--- src/rtl/i2s_pkg.sv ---
// Shared types and encodings for the I2S ADC receive path.
//   state_e      : capture FSM states
//   CHSEL_*      : chan_sel encodings (bit 1 set means both channels)
//   CHAN_*       : record_chan / word channel values (follows LRCK level)
package i2s_pkg;

  typedef enum logic [1:0] {
    IDLE  = 2'd0,
    WAITL = 2'd1,
    SHIFT = 2'd2,
    WAITE = 2'd3
  } state_e;

  localparam logic [1:0] CHSEL_LEFT  = 2'b00;
  localparam logic [1:0] CHSEL_RIGHT = 2'b01;
  localparam logic [1:0] CHSEL_BOTH  = 2'b10;

  localparam logic CHAN_LEFT  = 1'b0;
  localparam logic CHAN_RIGHT = 1'b1;

endpackage

--- src/rtl/i2s_sync_edge.sv ---
// Synchronises the three codec lines into the clk domain and derives the
// bit-rate events used by the capture FSM.
//   clk, rst_n  : system clock, async active-low reset
//   bclk_i      : codec bit clock (sampled as data)
//   lrck_i      : codec frame clock
//   dat_i       : codec serial data
//   bit_tick_o  : one-clk pulse per BCLK rising edge
//   lrck_o      : synchronised LRCK, aligned with bit_tick_o
//   lr_edge_o   : bit_tick_o where LRCK changed since the previous tick
//   dat_o       : synchronised data, aligned with bit_tick_o
module i2s_sync_edge #(
  parameter int SYNC_STAGES = 2
) (
  input  logic clk,
  input  logic rst_n,
  input  logic bclk_i,
  input  logic lrck_i,
  input  logic dat_i,
  output logic bit_tick_o,
  output logic lrck_o,
  output logic lr_edge_o,
  output logic dat_o
);

  // Same depth on every line so BCLK, LRCK and DAT stay mutually aligned.
  logic [SYNC_STAGES-1:0] bclk_sr_q, lrck_sr_q, dat_sr_q;
  logic bclk_prev_q, lrck_lat_q;
  logic tick_q, lrck_q, edge_q, dat_q;

  logic bclk_s, lrck_s, dat_s, rise_d;
  assign bclk_s = bclk_sr_q[SYNC_STAGES-1];
  assign lrck_s = lrck_sr_q[SYNC_STAGES-1];
  assign dat_s  = dat_sr_q[SYNC_STAGES-1];
  assign rise_d = bclk_s & ~bclk_prev_q;

  // Event outputs are registered together so tick, LRCK and DAT seen by the
  // FSM always belong to the same BCLK edge.
  always_ff @(posedge clk or negedge rst_n) begin
    if (!rst_n) begin
      bclk_sr_q   <= '0;
      lrck_sr_q   <= '0;
      dat_sr_q    <= '0;
      bclk_prev_q <= 1'b0;
      lrck_lat_q  <= 1'b0;
      tick_q      <= 1'b0;
      lrck_q      <= 1'b0;
      edge_q      <= 1'b0;
      dat_q       <= 1'b0;
    end else begin
      bclk_sr_q   <= {bclk_sr_q[SYNC_STAGES-2:0], bclk_i};
      lrck_sr_q   <= {lrck_sr_q[SYNC_STAGES-2:0], lrck_i};
      dat_sr_q    <= {dat_sr_q[SYNC_STAGES-2:0], dat_i};
      bclk_prev_q <= bclk_s;
      tick_q      <= rise_d;
      lrck_q      <= lrck_s;
      dat_q       <= dat_s;
      edge_q      <= rise_d & (lrck_s != lrck_lat_q);
      if (rise_d) lrck_lat_q <= lrck_s;
    end
  end

  assign bit_tick_o = tick_q;
  assign lrck_o     = lrck_q;
  assign lr_edge_o  = edge_q;
  assign dat_o      = dat_q;

endmodule

--- src/rtl/i2s_adc_rx.sv ---
// WM8731 ADC serial capture: I2S or left-justified, DATA_W-bit samples,
// per-channel selection, valid/ready output with sticky overrun.
//   clk, rst_n                     : system clock, async active-low reset
//   AUD_BCLK/AUD_ADCLRCK/AUD_ADCDAT: codec serial interface (sampled)
//   start                          : capture enable (level)
//   chan_sel                       : 00 left, 01 right, 1x both
//   record_data/record_chan        : captured sample and its channel
//   record_valid/record_ready      : output handshake
//   overrun/clr_overrun            : sticky dropped-sample flag and clear
module i2s_adc_rx
  import i2s_pkg::*;
#(
  parameter int DATA_W      = 16,
  parameter int SYNC_STAGES = 2,
  parameter int I2S_DELAY   = 1
) (
  input  logic              clk,
  input  logic              rst_n,
  input  logic              AUD_BCLK,
  input  logic              AUD_ADCLRCK,
  input  logic              AUD_ADCDAT,
  input  logic              start,
  input  logic [1:0]        chan_sel,
  output logic [DATA_W-1:0] record_data,
  output logic              record_chan,
  output logic              record_valid,
  input  logic              record_ready,
  output logic              overrun,
  input  logic              clr_overrun
);

  localparam int CW = $clog2(DATA_W + 1);

  logic bit_tick, lrck_s, lr_edge, dat_s;

  i2s_sync_edge #(.SYNC_STAGES(SYNC_STAGES)) u_sync (
    .clk       (clk),
    .rst_n     (rst_n),
    .bclk_i    (AUD_BCLK),
    .lrck_i    (AUD_ADCLRCK),
    .dat_i     (AUD_ADCDAT),
    .bit_tick_o(bit_tick),
    .lrck_o    (lrck_s),
    .lr_edge_o (lr_edge),
    .dat_o     (dat_s)
  );

  state_e            state_q;
  logic [CW-1:0]     cnt_q;
  logic [DATA_W-1:0] sh_q;
  logic              chan_q;   // channel of the word being shifted
  logic [DATA_W-1:0] data_q;
  logic              rchan_q, valid_q, ovr_q;

  logic [DATA_W-1:0] shift_d, open_sh_d;
  logic [CW-1:0]     open_cnt_d;
  logic              open_word, word_done, chan_en, load, drop;

  assign shift_d = {sh_q[DATA_W-2:0], dat_s};

  // I2S: the LRCK-edge bit is the previous word's LSB, so it is skipped.
  // Left-justified: that same bit is already our MSB.
  assign open_sh_d  = (I2S_DELAY != 0) ? '0 : DATA_W'(dat_s);
  assign open_cnt_d = (I2S_DELAY != 0) ? '0 : CW'(1);

  // WAITL only opens on a left word so stereo pairs stay aligned; in SHIFT
  // an edge before DATA_W bits silently discards the partial word.
  assign open_word = lr_edge && ((state_q == SHIFT) || (state_q == WAITE) ||
                                 ((state_q == WAITL) && (lrck_s == CHAN_LEFT)));

  assign word_done = start && (state_q == SHIFT) && bit_tick && !lr_edge &&
                     (cnt_q == CW'(DATA_W - 1));

  assign chan_en = ((chan_sel & CHSEL_BOTH) != 2'b00) ||
                   ((chan_sel == CHSEL_LEFT)  && (chan_q == CHAN_LEFT)) ||
                   ((chan_sel == CHSEL_RIGHT) && (chan_q == CHAN_RIGHT));

  assign load = word_done && chan_en && (!valid_q || record_ready);
  assign drop = word_done && chan_en && valid_q && !record_ready;

  always_ff @(posedge clk or negedge rst_n) begin
    if (!rst_n) begin
      state_q <= IDLE;
      cnt_q   <= '0;
      sh_q    <= '0;
      chan_q  <= CHAN_LEFT;
      data_q  <= '0;
      rchan_q <= CHAN_LEFT;
      valid_q <= 1'b0;
      ovr_q   <= 1'b0;
    end else begin
      // Output register: a coinciding load keeps valid high with new data.
      if (load) begin
        data_q  <= shift_d;
        rchan_q <= chan_q;
        valid_q <= 1'b1;
      end else if (valid_q && record_ready) begin
        valid_q <= 1'b0;
      end

      if (drop)             ovr_q <= 1'b1;
      else if (clr_overrun) ovr_q <= 1'b0;

      if (!start) begin
        state_q <= IDLE;
        cnt_q   <= '0;
        sh_q    <= '0;
      end else if (state_q == IDLE) begin
        state_q <= WAITL;
      end else if (open_word) begin
        state_q <= SHIFT;
        chan_q  <= lrck_s;
        cnt_q   <= open_cnt_d;
        sh_q    <= open_sh_d;
      end else if ((state_q == SHIFT) && bit_tick) begin
        cnt_q <= cnt_q + CW'(1);
        sh_q  <= shift_d;
        if (word_done) state_q <= WAITE;
      end
    end
  end

  assign record_data  = data_q;
  assign record_chan  = rchan_q;
  assign record_valid = valid_q;
  assign overrun      = ovr_q;

endmodule

--- config.mk ---
export PLATFORM = sky130hd
export DESIGN_NAME = i2s_adc_rx
export DESIGN_NICKNAME = d
export VERILOG_FILES = /design/src/rtl/i2s_pkg.sv /design/src/rtl/i2s_sync_edge.sv /design/src/rtl/i2s_adc_rx.sv
export SDC_FILE = /design/constraint.sdc
export NUM_CORES = 1
export LEC_CHECK = 0
export CAP_MARGIN = 20
export CORE_ASPECT_RATIO = 1.4
export CORE_MARGIN = 2
export CORE_UTILIZATION = 50
export DETAILED_ROUTE_END_ITERATION = 10
export PLACE_DENSITY = 0.79
export SETUP_SLACK_MARGIN = 0.2
export SLEW_MARGIN = 20
export SYNTH_ARGS = -nofsm -noshare
export SYNTH_HDL_FRONTEND = slang
export SYNTH_SLANG_ARGS = --single-unit
--- constraint.sdc ---
create_clock -name clk -period 5.2 [get_ports clk]
set_input_delay 1.04 -clock clk [delete_from_list [all_inputs] [get_ports clk]]
set_output_delay 1.04 -clock clk [all_outputs]
set_load 0.05 [all_outputs]
==> results of run 1 <==
-- worst reg2reg max path, cell delays in order, from the launching register on --
cell	delay, ns
dfrtp_1	0.39
ha_1	0.17
and3_1	0.16
ha_1	0.19
o21ai_2	0.12
nor2_8	0.33
mux2_2	0.39
-- layout make-up --
cell class,instances,area share
flip-flops and latches,54,0.540
repair buffers,28,0.111
multi-input cells,71,0.275
inverters,4,0.00600
well taps,43,0.0215
clock buffers,5,0.0275
clock inverters,3,0.0190
-- synthesized netlist by cell type, drive strengths merged (2+ instances only) --
library cell / number / share of area
a22o: 16 / 0.067
buf: 5 / 0.021
dfrtp: 54 / 0.64
nor2: 6 / 0.018
and3b: 2 / 0.011
ha: 2 / 0.012
xor2: 3 / 0.013
o21ai: 3 / 0.0089
nor2b: 2 / 0.0060
inv: 4 / 0.0071
nand2: 3 / 0.0054
mux2: 19 / 0.12
a31oi: 2 / 0.0060
-- cells in the final DEF, fill, tap and decap left out, types with 2 or more instances in the layout --
master,Yosys,routed
a31oi_1,2,2
dfrtp_1,54,54
a22o_1,16,16
ha_1,2,2
nor2b_1,2,2
xor2_1,3,3
clkdlybuf4s50_1,0,27
mux2_2,9,9
mux2_4,10,10
inv_1,4,4
nand2_1,3,3
nor2_1,5,5
o21ai_0,2,2
clkbuf_8,0,5
-- power groups by stage --
stage                     clock, mW  combinational [mW]  sequential [mW]
final                         0.285              0.0297            0.433
after global routing          0.310              0.0334            0.434
after CTS                     0.293              0.0304            0.433
after detailed placement          0              0.0304            0.441
after global placement            0              0.0292            0.441
after floorplan                   0              0.0150            0.439
-- worst max-delay path by stage --
stage | cells after the start | endpoint | from
after floorplan | 5 | record_chan$_DFFE_PN0P_ | record_ready
final | 1 | overrun | overrun$_DFFE_PN0P_
after CTS | 1 | record_data[10] | record_data[10]$_DFFE_PN0P_
after global placement | 4 | cnt_q[0]$_DFFE_PN0P_ | start
after global routing | 1 | record_data[10] | record_data[10]$_DFFE_PN0P_
after detailed placement | 4 | cnt_q[0]$_DFFE_PN0P_ | start
-- sequential cells by signal, indices dropped and copies added, names as in the netlist, 2 cells and up --
| register | cells |
|---|---|
| cnt_q | 5 |
| u_sync.dat_sr_q | 2 |
| u_sync.lrck_sr_q | 2 |
| record_data | 16 |
| state_q | 2 |
| sh_q | 15 |
| u_sync.bclk_sr_q | 2 |
-- routing by layer --
layer | vias to the layer above | GRT usage | part of all wire
met5 | - | 0 | 0
met4 | 0 | 0.0705 | 0.029
met3 | 12 | 0.0403 | 0.040
met2 | 31 | 0.244 | 0.51
met1 | 616 | 0.209 | 0.42
li1 | 545 | - | -
-- kinds of logic (layout without fill, tap and decap cells) --
family / after synthesis / count (layout)
AOI/OAI and AO/OA: 27 / 27
adders and majority gates: 2 / 2
buffers and inverters: 9 / 40
xor gates and xnor gates: 4 / 4
muxes: 19 / 19
and+or+nand+nor: 19 / 19
DFF: 54 / 54
==> summary.txt, run 1 <==
Pwr
  • Total power draw: 747 uW
  • Clock network power share: 0.381
  • Max IR drop VDD: 0.163 mV
  • PwrDens: 299 nW/um2
  • Psw: 162 uW
  • P_leak: 1.18 nW
  • Comb power frac: 0.040
  • Flop pwr share: 0.579
  • Internal power: 586 uW
  • Sw Share: 0.216

Place
  • Final Wtd Congestion: 0.799
  • Placed cell areas: 2380 um2
  • Placed insts: 200
  • # port buffers: 28
  • Setup Slack @ Placement: 2.47 ns
  • Dpl hpwl: 2250 um

Cells and area
  • Fin area: 2500 um2
  • Fill count: 314
  • Multi-input gate area in the final layout: 688 um2
  • Nets@finish: 176
  • Area grow syn2layout: 19.2%
  • Diode count: 0
  • Reg area: 1350 um2
  • Final Non-Filler Cells: 208
  • Util after Layout: 0.628
  • Layout cells sized above 1: 0.206

Synthesis
  • Avg Cell Area, Syn: 15.7 um2
  • Compound-Gate Fraction of Synth Area: 0.112
  • Mux cell area share after synthesis: 0.120
  • Post-Synth Adder-Cell Area: 0.0119
  • Post-synthesis simple-gate area fraction: 0.0673
  • Register area share after synthesis: 0.644
  • Largest family of logic cells by synthesized area: multiplexers
  • Post-synth top flop: dfrtp_1
  • Yosys reg bits: 54
  • Synth warn: 0
  • Share of synthesized flip-flops with an asynchronous set or reset: 1.00
  • Post-Syn Instances: 134
  • Netlist cell types: 32
  • Xor and xnor fraction of the mapped netlist area: 0.0167
  • Mapped cell area: 2100 um2
  • Post-synth EDFFs: 0
  • Syn nets: 146

Floorplan
  • Die width: 58.8 um
  • Initial Util: 0.527
  • Placeable Area: 3990 um2
  • Row cnt: 27
  • I/O pins: 29
  • Die ar.: 4740 um2
  • Die H: 80.7 um

Drt
  • Drt first-iter violations: 28
  • Final wirelength: 3260 um
  • DR WL/cell: 15.7 um
  • Vias per inst: 5.79
  • Via count: 1204
  • Routed Antenna Nets: 0
  • DRC Markers: 3
  • Pre-Repair DR Iteration Count: 7

Global route
  • GRT Overall Usage: 0.159
  • Initial antenna violation count: 0
  • Vias in the first global route: 1205
  • Gr ovfl total: 0
  • Global-route wire length before repair: 5690 um
  • Largest net degree at the start of global routing: 55

Worst setup path
  • Worst flop-to-flop path startpoint: cnt_q[0]$_DFFE_PN0P_
  • Slowest-stage cell, CP: clkdlybuf4s50_1
  • Crit-path cells: clkdlybuf4s50_1
  • Crit path DAT: 1.50 ns
  • R2R Setup Slk: 3.34 ns
  • Worst reg2reg endpoint: record_data[0]$_DFFE_PN0P_
  • Worst Path Required: 4.16 ns
  • Endpoint class of the critical path: output port
  • Startpoint types: flop
  • Crit-path max FO: 2
  • Critical path class: reg2out
  • Buffers & Inverters on Critical Path: 1
  • Worst Reg-to-Reg Cells: 6
  • CP delay by family, top: buffers and inverters
  • Max stage delay on crit path: 0.82 ns

Worst hold path
  • Hold Crit Depth: 0
  • Hold Crit Class: reg2reg
  • HP Start: u_sync.bclk_sr_q[0]$_DFF_PN0_
  • Hold EP: u_sync.bclk_sr_q[1]$_DFF_PN0_

Timing
  • Total negative slack: 0 ns
  • RSZ-0062 raised after global routing: no
  • Final worst-path cycle share: 0.488
  • Max Clock Freq: 394 MHz
  • Setup WS post-layout: 2.66 ns
  • Max-Slew Margin vs Limit: 0.503
  • Max-slew violation count: 0
  • Slew at the pin closest to its max-slew limit: 0.745 ns
  • Hold WS: 0.360 ns
  • Final count of negative-setup-slack endpoints: 0
  • Min Tclk post-route: 2.54 ns
  • Endpoints failing hold: 0
  • Fin Clk Skew: 0.0109 ns

Run status
  • Failing checks: design-rule violations
  • Status: finished, violations left

Clock tree
  • H-tree depth: 2
  • Worst skew pair latency: 0.31 ns
  • Post-CTS sizing: 0
  • CTS tree: built
  • CTS Hold Bufs: 0
  • Root Buffer: clkbuf_8
  • Num CTS Buffers: 5
  • Clock Sinks: 54
  • Post-CTS Setup Inserts: 0
  • Clk slew on worst S/H paths: 0.09 ns
  • Max clock buf depth: 2

Run
  • Max-Cap Viols: 0
Power figures use the tool's default switching activity.
==> inputs of run 2 (changes only) <==
--- a/config.mk
+++ b/config.mk
@@ -8,7 +8,7 @@
 export CAP_MARGIN = 20
 export CORE_ASPECT_RATIO = 1.4
 export CORE_MARGIN = 2
-export CORE_UTILIZATION = 50
+export CORE_UTILIZATION = 48
 export DETAILED_ROUTE_END_ITERATION = 10
 export PLACE_DENSITY = 0.79
 export SETUP_SLACK_MARGIN = 0.2
==> constraint.sdc (replaced) <==
create_clock -name clk -period 2.1 [get_ports clk]
set_input_delay 0.42 -clock clk [delete_from_list [all_inputs] [get_ports clk]]
set_output_delay 0.42 -clock clk [all_outputs]
set_load 0.05 [all_outputs]
==> run 2 against run 1 <==
The flow now finishes without violations. Core utilization shrank 2.1 points. Non-clock buffer count grew 3. Via count shrank 3.0%.
==> summary.txt, run 2 (synthesized netlist as in run 1, its figures left out) <==
Run status
  • Status: finished, final reports clean

Worst setup path
  • Worst Setup SP: cnt_q[0]$_DFFE_PN0P_
  • Crit-path cells: ha_1 -> and3_1 -> ha_1 -> o21ai_2 -> nor2_8 -> buf_12 -> mux2_4
  • Worst Path Required: 2.29 ns (-1.87 ns)
  • Crit path DAT: 2.00 ns (+0.50 ns)
  • Slowest-stage cell, CP: dfrtp_1
  • Worst flop-to-flop path startpoint: cnt_q[0]$_DFFE_PN0P_
  • Startpoint types: flop
  • Endpoint class of the critical path: flop
  • Critical path class: reg2reg
  • Max stage delay on crit path: 0.41 ns (-0.41 ns)
  • Crit-path max FO: 17 (+15)
  • Worst path most repeated cell: ha_1

Timing
  • Max-Slew Margin vs Limit: 0.574 (+0.0705)
  • Final count of negative-setup-slack endpoints: 0 (unchanged)
  • Max-slew violation count: 0 (unchanged)
  • Total negative slack: 0 ns (unchanged)
  • Fin Clk Skew: 0.00788 ns (-0.00304 ns)
  • Max Clock Freq: 551 MHz
  • Slew at the pin closest to its max-slew limit: 0.639 ns (-0.106 ns)
  • Hold WS: 0.223 ns (-0.137 ns)
  • Endpoints failing hold: 0 (unchanged)
  • Final worst-path cycle share: 0.864
  • Min Tclk post-route: 1.81 ns
  • RSZ-0062 raised after global routing: no

Pwr
  • Internal power: 1.44 mW (+150%)
  • Psw: 366 uW (+130%)
  • Clock network power share: 0.365 (-0.016)
  • Sw Share: 0.202 (-0.0138)
  • P_leak: 1.45 nW (+23%)
  • Flop pwr share: 0.593 (+0.014)
  • Comb power frac: 0.042 (+0.002)
  • Max IR drop VDD: 0.443 mV (+170%)
  • PwrDens: 709 nW/um2 (+140%)

Global route
  • Initial antenna violation count: 0 (unchanged)
  • Global-route wire length before repair: 5510 um (-3.3%)
  • Gr ovfl total: 0 (unchanged)
  • Largest net degree at the start of global routing: 55 (unchanged)
  • GRT Overall Usage: 0.151 (-0.00705)
  • Vias in the first global route: 1232 (+2.2%)

Run
  • Max-Cap Viols: 0 (unchanged)

Worst hold path
  • Hold Crit Class: in2async

Cells and area
  • Max reg flops: 16 (unchanged)
  • Nets@finish: 179 (+1.7%)
  • Diode count: 0 (unchanged)
  • Final Non-Filler Cells: 213 (+2.4%)
  • Util after Layout: 0.607 (-0.0209)
  • Most frequent cells in the layout: dfrtp_1, a22o_1, dlymetal6s2s_1
  • Commonest non-fill, non-tap cell in the layout: dfrtp_1
  • Fin area: 2550 um2 (+2.0%)
  • Layout cells sized above 1: 0.220 (+0.0142)
  • Area grow syn2layout: 21.5%

Floorplan
  • Die ar.: 4930 um2 (+3.9%)
  • Die H: 82.3 um (+2.0%)
  • Initial Util: 0.499 (-0.0273)
  • Die width: 59.9 um (+1.9%)
  • I/O pins: 29 (unchanged)
  • Placeable Area: 4200 um2 (+5.5%)
  • Row cnt: 28 (+3.7%)

Drt
  • Via count: 1168 (-3.0%)
  • DR WL/cell: 15.4 um (-1.5%)
  • Routed Antenna Nets: 0 (unchanged)
  • Vias per inst: 5.48 (-5.3%)
  • Pre-Repair DR Iteration Count: 4 (-3)
  • Final wirelength: 3290 um (+0.86%)
  • Drt first-iter violations: 45 (+61%)
  • DRC Markers: 0 (-3)

Clock tree
  • H-tree depth: 2 (unchanged)
  • Clock Sinks: 54 (unchanged)
  • Root Buffer: clkbuf_8
  • Num CTS Buffers: 5 (unchanged)
  • Worst skew pair latency: 0.30 ns (about the same)
  • Max clock buf depth: 2 (unchanged)
  • CTS tree: built
  • Clk slew on worst S/H paths: 0.09 ns (about the same)

Place
  • Placed cell areas: 2400 um2 (+0.73%)
  • Placed insts: 204 (+2.0%)
  • Final Wtd Congestion: 0.755 (-5.6%)
  • # port buffers: 28 (unchanged)
  • Dpl hpwl: 2380 um (+5.8%)
run 2: stage by stage:
step / setup WS (ns) / total power, mW
after floorplan: 0.377 / 1.12
after global placement: 0.0784 / 1.17
after detailed placement: 0.0404 / 1.17
after CTS: 0.202 / 1.83
after global routing: 0.198 / 1.88
final: 0.286 / 1.81
run 2: area by class of cell:
| cell class | instances | area [um2] |
|---|---|---|
| Multi-Input combinational cell | 71 | 688 |
| Clock inverter | 3 | 40.0 |
| Fill cell | 335 | 1650 |
| Timing Repair Buffer | 31 | 332 |
| Tap cell | 45 | 56.3 |
| Inverter | 4 | 15.0 |
| Sequential cell | 54 | 1350 |
| Clock buffer | 5 | 68.8 |
run 2: timing repair:
| action | 4_1_cts | 5_1_grt |
|---|---|---|
| setup buffers | 0 | 1 |
| setup endpoints to repair | 11 | 24 |
| pin swaps | 1 | 1 |
| resized for setup | 7 | 12 |
| cloned | 0 | 0 |
| hold buffers | 0 | 0 |
run 2: power groups by stage:
stage | combinational, mW | clock [mW] | sequential (mW)
5_1_grt | 0.0859 | 0.719 | 1.08
2_1_floorplan | 0.0371 | 0 | 1.09
3_5_place_dp | 0.0782 | 0 | 1.09
4_1_cts | 0.0783 | 0.676 | 1.07
6_report | 0.0762 | 0.659 | 1.07
3_3_place_gp | 0.0758 | 0 | 1.09
run 2: per-layer routing:
| metal | vias to the layer above | wire length [um] | GRT usage |
|---|---|---|---|
| li1 | 544 | - | - |
| met1 | 590 | 1320 | 0.164 |
| met2 | 28 | 1790 | 0.272 |
| met3 | 6 | 120 | 0.0296 |
| met4 | 0 | 63 | 0.0800 |
| met5 | - | 0 | 0 |
run 2: worst paths after layout:
path / endpoint / slack [ns] / cells after the start
max: record_data[10]$_DFFE_PN0P_ / 0.29 / 7
min: sh_q[14]$_DFFE_PN0P_ / 0.22 / 2
max reg2reg: record_data[10]$_DFFE_PN0P_ / 0.29 / 7
min reg2reg: u_sync.dat_o$_DFF_PN0_ / 0.36 / 0
max in group asynchronous: u_sync.lr_edge_o$_DFF_PN0_ / 1.45 / 2
min in group clk: u_sync.dat_o$_DFF_PN0_ / 0.36 / 0
run 2: critical path: cells and delay by family, from the launching register on:
| kind | cells | cell delay (ns) |
|---|---|---|
| AND/OR/NAND/NOR | 2 | 0.26 |
| multiplexers | 1 | 0.30 |
| buffers and inverters | 1 | 0.16 |
| flip-flops | 1 | 0.41 |
| AO/OA/AOI/OAI | 1 | 0.14 |
| adder cells (fa/ha/maj) | 2 | 0.43 |
